[config.mk]
export PLATFORM = sky130hd
export DESIGN_NAME = tmr32_capture_fifo
export DESIGN_NICKNAME = d
export VERILOG_FILES = /design/src/rtl/tmr32_capture_fifo.sv
export SDC_FILE = /design/constraint.sdc
export NUM_CORES = 1
export LEC_CHECK = 0
export BUFFER_PORTS_ARGS = -buffer_cell sky130_fd_sc_hd__buf_2
export CAP_MARGIN = 20
export CORE_UTILIZATION = 30
export DETAILED_ROUTE_END_ITERATION = 6
export MAX_ROUTING_LAYER = met4
export SLEW_MARGIN = 20
export SYNTH_ARGS = -nofsm -noshare
export SYNTH_HDL_FRONTEND = slang
export SYNTH_SLANG_ARGS = --single-unit
export TNS_END_PERCENT = 20
[constraint.sdc]
create_clock -name clk -period 4.7 [get_ports clk]
set_input_delay 0.705 -clock clk [delete_from_list [all_inputs] [get_ports clk]]
set_output_delay 0.705 -clock clk [all_outputs]
set_load 0.01 [all_outputs]
[src/rtl/tmr32_capture_fifo.sv]
// tmr32_capture_fifo: queues TMR32 capture values in a first-word-fall-through FIFO
// and acknowledges each capture event with a one-cycle EEVF_CLR pulse.
module tmr32_capture_fifo #(
  parameter int DEPTH = 8,
  parameter int CW = 4
) (
  input  logic          clk,
  input  logic          rst,
  input  logic          EN,
  input  logic [31:0]   CAPTURE,
  input  logic          EEVF,
  output logic          EEVF_CLR,
  input  logic          RD_EN,
  output logic [31:0]   RD_DATA,
  output logic          EMPTY,
  output logic          FULL,
  output logic [CW-1:0] COUNT,
  output logic          OVR,
  input  logic          OVR_CLR,
  input  logic          FLUSH,
  output logic          IRQ
);
  localparam int AW = $clog2(DEPTH);
  localparam logic [CW-1:0] FULL_CNT = CW'(DEPTH);
  typedef enum logic [1:0] {IDLE, ACK, WAIT} state_t;
  state_t state_q, state_d;
  logic [AW-1:0] wr_ptr_q, wr_ptr_d, rd_ptr_q, rd_ptr_d;
  logic [CW-1:0] count_q, count_d;
  logic empty_q, empty_d, full_q, full_d, ovr_q, ovr_d, eevf_clr_q, eevf_clr_d;
  logic push_try, pop_ok, push_ok, wr_en;
  logic [31:0] mem [DEPTH];
  always_comb begin
    push_try = (state_q == IDLE) & EN & EEVF;
    state_d = (state_q == IDLE) ? (push_try ? ACK : IDLE) :
              (state_q == ACK) ? WAIT : (EEVF ? WAIT : IDLE);
    pop_ok = RD_EN & ~empty_q;
    // a pop frees a slot in the same cycle, so a full FIFO still accepts the push
    push_ok = push_try & (~full_q | pop_ok);
    wr_en = push_ok & ~FLUSH;
    wr_ptr_d = FLUSH ? '0 : wr_ptr_q + AW'(push_ok);
    rd_ptr_d = FLUSH ? '0 : rd_ptr_q + AW'(pop_ok);
    count_d = FLUSH ? '0 : count_q + CW'(push_ok) - CW'(pop_ok);
    empty_d = count_d == '0;
    full_d = count_d == FULL_CNT;
    ovr_d = (push_try & ~push_ok & ~FLUSH) | (ovr_q & ~OVR_CLR);
    eevf_clr_d = push_try;
  end
  always_ff @(posedge clk) begin
    if (rst) begin
      state_q <= IDLE;
      wr_ptr_q <= '0;
      rd_ptr_q <= '0;
      count_q <= '0;
      empty_q <= 1'b1;
      full_q <= 1'b0;
      ovr_q <= 1'b0;
      eevf_clr_q <= 1'b0;
    end else begin
      state_q <= state_d;
      wr_ptr_q <= wr_ptr_d;
      rd_ptr_q <= rd_ptr_d;
      count_q <= count_d;
      empty_q <= empty_d;
      full_q <= full_d;
      ovr_q <= ovr_d;
      eevf_clr_q <= eevf_clr_d;
    end
  end
  always_ff @(posedge clk) begin
    if (wr_en) mem[wr_ptr_q] <= CAPTURE;
  end
  assign EEVF_CLR = eevf_clr_q;
  assign EMPTY = empty_q;
  assign FULL = full_q;
  assign COUNT = count_q;
  assign OVR = ovr_q;
  assign IRQ = ~empty_q | ovr_q;
  assign RD_DATA = empty_q ? '0 : mem[rd_ptr_q];
endmodule

# ---- Word level (Yosys, flattened, before mapping)
# Memories as Yosys holds them, arrays and structs flattened. A register that Yosys moved wholly into a read port is not among the register bits.
# Cells that the tools add are included.
dict set report word_totals {
  n_memories 1
  ff_bits 16
  out_inout_bits 41
  elab_cells 43
  mem_bits_rw 256
}
# name depth width rd rd_clocked_by_memory_dff wr line
set memory_table {}
lappend memory_table {mem 8 32 1 1 1 31} ;# logic [31:0] mem [DEPTH];
dict set report op_classes {
  muxes 9
  n_eq_ne 2
  n_reduce_logical 3
  add_sub_neg 4
  bitwise 16
}
# op count
set op_table {}
lappend op_table {{32-bit 2-to-1 mux} 1}
lappend op_table {{1-bit AND} 8}
lappend op_table {{3-bit by 1-bit adder with 3-bit output} 2}
lappend op_table {{2-bit 2-to-1 mux} 3}
lappend op_table {{1-bit NOT} 5}
lappend op_table {{4-bit by 1-bit adder with 4-bit output} 1}
lappend op_table {{4-bit equality test (second input constant)} 1}
lappend op_table {{4-bit zero test} 1}
lappend op_table {{4-bit 2-to-1 mux} 1}
lappend op_table {{4-bit by 1-bit subtractor with 4-bit output} 1}
lappend op_table {{1-bit 2-to-1 mux} 3}
lappend op_table {{3-bit 2-to-1 mux} 1}
lappend op_table {{1-bit bitwise OR} 3}
lappend op_table {{2-bit by 1-bit equality test with 1-bit output (second input constant)} 1}
lappend op_table {{2-bit zero test} 1}
lappend op_table {{2-bit OR reduction} 1}

# ---- Logic depth before layout (Yosys ltp)
dict set report depth {
  depth_word 8
  ltp_mapped 10
  mapped_depth_nobuf 10
}

# ---- Worst setup path after synthesis
# Ideal clock, no wire load.
dict set report synth_timing {
  kind {input to register}
  startpoint {in EN}
  endpoint {mem mem[0][0] (enable)}
  arrival_time_ps 4479
  path_buffers 0
  path_stages 3
  setup_time_ps 513
  path_slack_ps -292
  required_ps 4187
  path_cell_list {and4bb_2 > o21ai_1 > nor4b_1}
}
dict set report synth_via {
  elab_chain_cells 6
}
# item line
set synth_lines {}
lappend synth_lines {{start: declaration} 9} ;# input logic EN,
lappend synth_lines {{1-bit AND (2 in series)} 33} ;# push_try = (state_q == IDLE) & EN & EEVF;
lappend synth_lines {{1-bit AND} 38} ;# push_ok = push_try & (~full_q | pop_ok);
lappend synth_lines {{1-bit AND} 39} ;# wr_en = push_ok & ~FLUSH;
lappend synth_lines {{1-bit 2-to-1 mux} 70} ;# if (wr_en) mem[wr_ptr_q] <= CAPTURE;
lappend synth_lines {{1-bit 2-to-1 mux (not written as such)} 70}
lappend synth_lines {{end: declaration} 31}
# Every way passes these cells.

==> flow_summary.toml <==
[placement]
place_area_um2 = 11500
portBuffers = 79
hpwl_um = 12600
gp_congestion = 0.623

[die]
rows = 68
dieArea_um2 = 35700
die_w_um = 189
die_h_um = 189
ios = 80
start_util_pct = 30.4
core_um2 = 34500

[global_routing]
grt_max_degree = 66
grt.total_usage_pct = 12.5
grt_pass1_vias = 5331
grt_pass1_wl_um = 32300
overflow = 0
grt_antenna_before_repair = 4

[sta]
final-hold-violation-count = 0
fin_tns_setup_ns = 0
skew_ns = 0.0152
min_period_over_period_pct = 74.4
fin_crit_ns = 3.50
rsz0062_at_grt = "no"
slew_headroom_pct = 27.8
setup_violations = 0
drv_slew = 0
max_freq_ghz = 0.286
worst_slew_pin_slew_ns = 1.08

[synthesis]
syn_inst = 457
synth_area_um2 = 10500
synth_seq_cells = 272
yosys.area.top_type = "edfxtp_1"
syn_nets = 505
synth_top_area_share_pct = 73.4
synth_ff_type = "edfxtp_1"
synth_edf_count = 256
avgSynthCellArea_um2 = 22.9
synth_area_leaders = "edfxtp_1 73%, mux4_1 7.8%, mux4_2 7.1%"
synth_cell_type_count = 36
yosysSeqAreaShare_pct = 76.4
yosysWarnings = 0
async_reset_ff_share_pct = 0

[routing]
drtAntennaViolNets = 0
drcViolationCount = 0
routed_via_density = 4.68
vias = 4876
drt_iter0_drc = 265
dr.pass1.iters = 4
routedWlPerCell_um = 20.8
drt_wl_total_um = 21700

[critical_path]
cp.buffers_inverters = 2
crit_required_ns = 3.99
critPathTopFamily = "flip-flops"
cp_slowest_cell = "dfxtp_4"
cp_max_fo = 34
endpoint_kind = "output pin"
arrival_ns = 2.79
path_cells = "buf_4 > mux4_1 > a22o_1 > buf_2"
max_stage_delay_ns = 0.77
start_kind = "flip-flop"
critical_path_class = "flip-flop to output pin"

[job]
maxCapViolations = 0

[cts]
cts.clk_slew.worst_paths_ns = 0.06
cts_resized = 0
cts_tree = "yes"
clock_path_buffers = 3
holdBufCountCts = 0
htree_levels = 1
cts_setup_buffers = 0
cts-buffers-inserted = 29
worstSkewPairLatency_ns = 0.54
clock-sinks = 272
clockRootBuffer = "clkbuf_16"

[power]
p_leak_nw = 4.13
p_per_area_nw_per_um2 = 433
vdd_drop_max_mv = 0.273

[outcome]
status = "completed"

[cells_and_area]
drive_gt1_share_pct = 32.6
final_cell_mix = "256 x edfxtp_1, 79 x buf_2, 33 x mux4_2"
stdcell_area_um2 = 12500
area_growth_pct = 19.6
layout_commonest_cell = "edfxtp_1"
finalNetCount = 607

[hold_path]
hp-class = "input port to flip-flop"
==> layer usage <==
layer  track usage [%]  vias up  wire length, um
li1                  -     2177                -
met1              14.4     2571             9000
met2              21.9       98            11300
met3              2.85       30             1060
met4              3.04        0              380
met5                 -        -                0
==> cell usage after synthesis (2+ instances only) <==
| cell type | number |
|---|---|
| dfxtp_1 | 16 |
| ha_1 | 8 |
| buf_12 | 3 |
| buf_6 | 3 |
| xnor2_1 | 4 |
| mux4_1 | 31 |
| mux4_2 | 33 |
| nand2_1 | 2 |
| clkbuf_1 | 12 |
| buf_2 | 4 |
| nand2b_1 | 3 |
| nor2_1 | 10 |
| inv_1 | 7 |
| edfxtp_1 | 256 |
| a22o_1 | 32 |
| nor3_1 | 6 |
| and2_1 | 6 |
| a21oi_1 | 2 |
| nand3_1 | 2 |
==> logic make-up after synthesis <==
group	Yosys count	share of synthesized area, %
compound gates	39	3.16
xor+xnor	4	0.334
fa+ha+maj	9	1.15
buf+inv	30	1.91
flops	272	76.4
mux	65	15.0
simple gates	38	2.04
==> final cells by class <==
| type | count | area, um2 |
|---|---|---|
| fill | 3133 | 21900 |
| sequential | 272 | 8020 |
| multi-input combinational | 155 | 2340 |
| clock buffer | 36 | 802 |
| tap | 455 | 569 |
| timing repair buffer | 94 | 533 |
| clock inverter | 18 | 230 |
| inverter | 7 | 26.3 |
| antenna | 4 | 10.0 |
==> state kept, by name, indices dropped and copies added (netlist names) <==
| register | flops |
|---|---|
| mem | 256 |
| COUNT | 4 |
| rd_ptr_q | 3 |
| wr_ptr_q | 3 |
| state_q | 2 |
| EEVF_CLR | 1 |
| EMPTY | 1 |
| FULL | 1 |
| OVR | 1 |
==> where the power goes <==
group | internal [mW] | leakage, nW | total (mW) | switching [mW]
logic | 0.146 | 1.19 | 0.340 | 0.194
registers | 2.67 | 2.44 | 2.69 | 0.0223
clock network | 1.49 | 0.501 | 2.39 | 0.910
==> per-stage QoR <==
stage	utilization, %	setup WS, ns	hold WS [ns]	power, mW	std cells
floorplan	-	0.0247	0.476	2.93	457
global placement	33.3	1.65	0.468	3.08	983
detailed placement	33.3	1.39	0.469	3.09	983
CTS	36.3	1.13	0.399	5.49	1037
global route	36.4	1.06	0.414	5.60	1041
finish	36.4	1.20	0.428	5.42	1041
==> path summary, 6_finish.rpt <==
path / from / cells past startpoint / endpoint / slack (ns)
worst max-delay path: rd_ptr_q[0]$_SDFF_PP0_ / 4 / RD_DATA[3] / 1.20
worst min-delay path: CAPTURE[21] / 1 / mem[6][21]$_DFFE_PP_ / 0.43
worst min register to register: OVR$_SDFF_PP0_ / 2 / OVR$_SDFF_PP0_ / 0.48
worst max register to register: EMPTY$_SDFF_PP1_ / 10 / FULL$_SDFF_PP0_ / 1.64
Power figures use the tool's default switching activity.
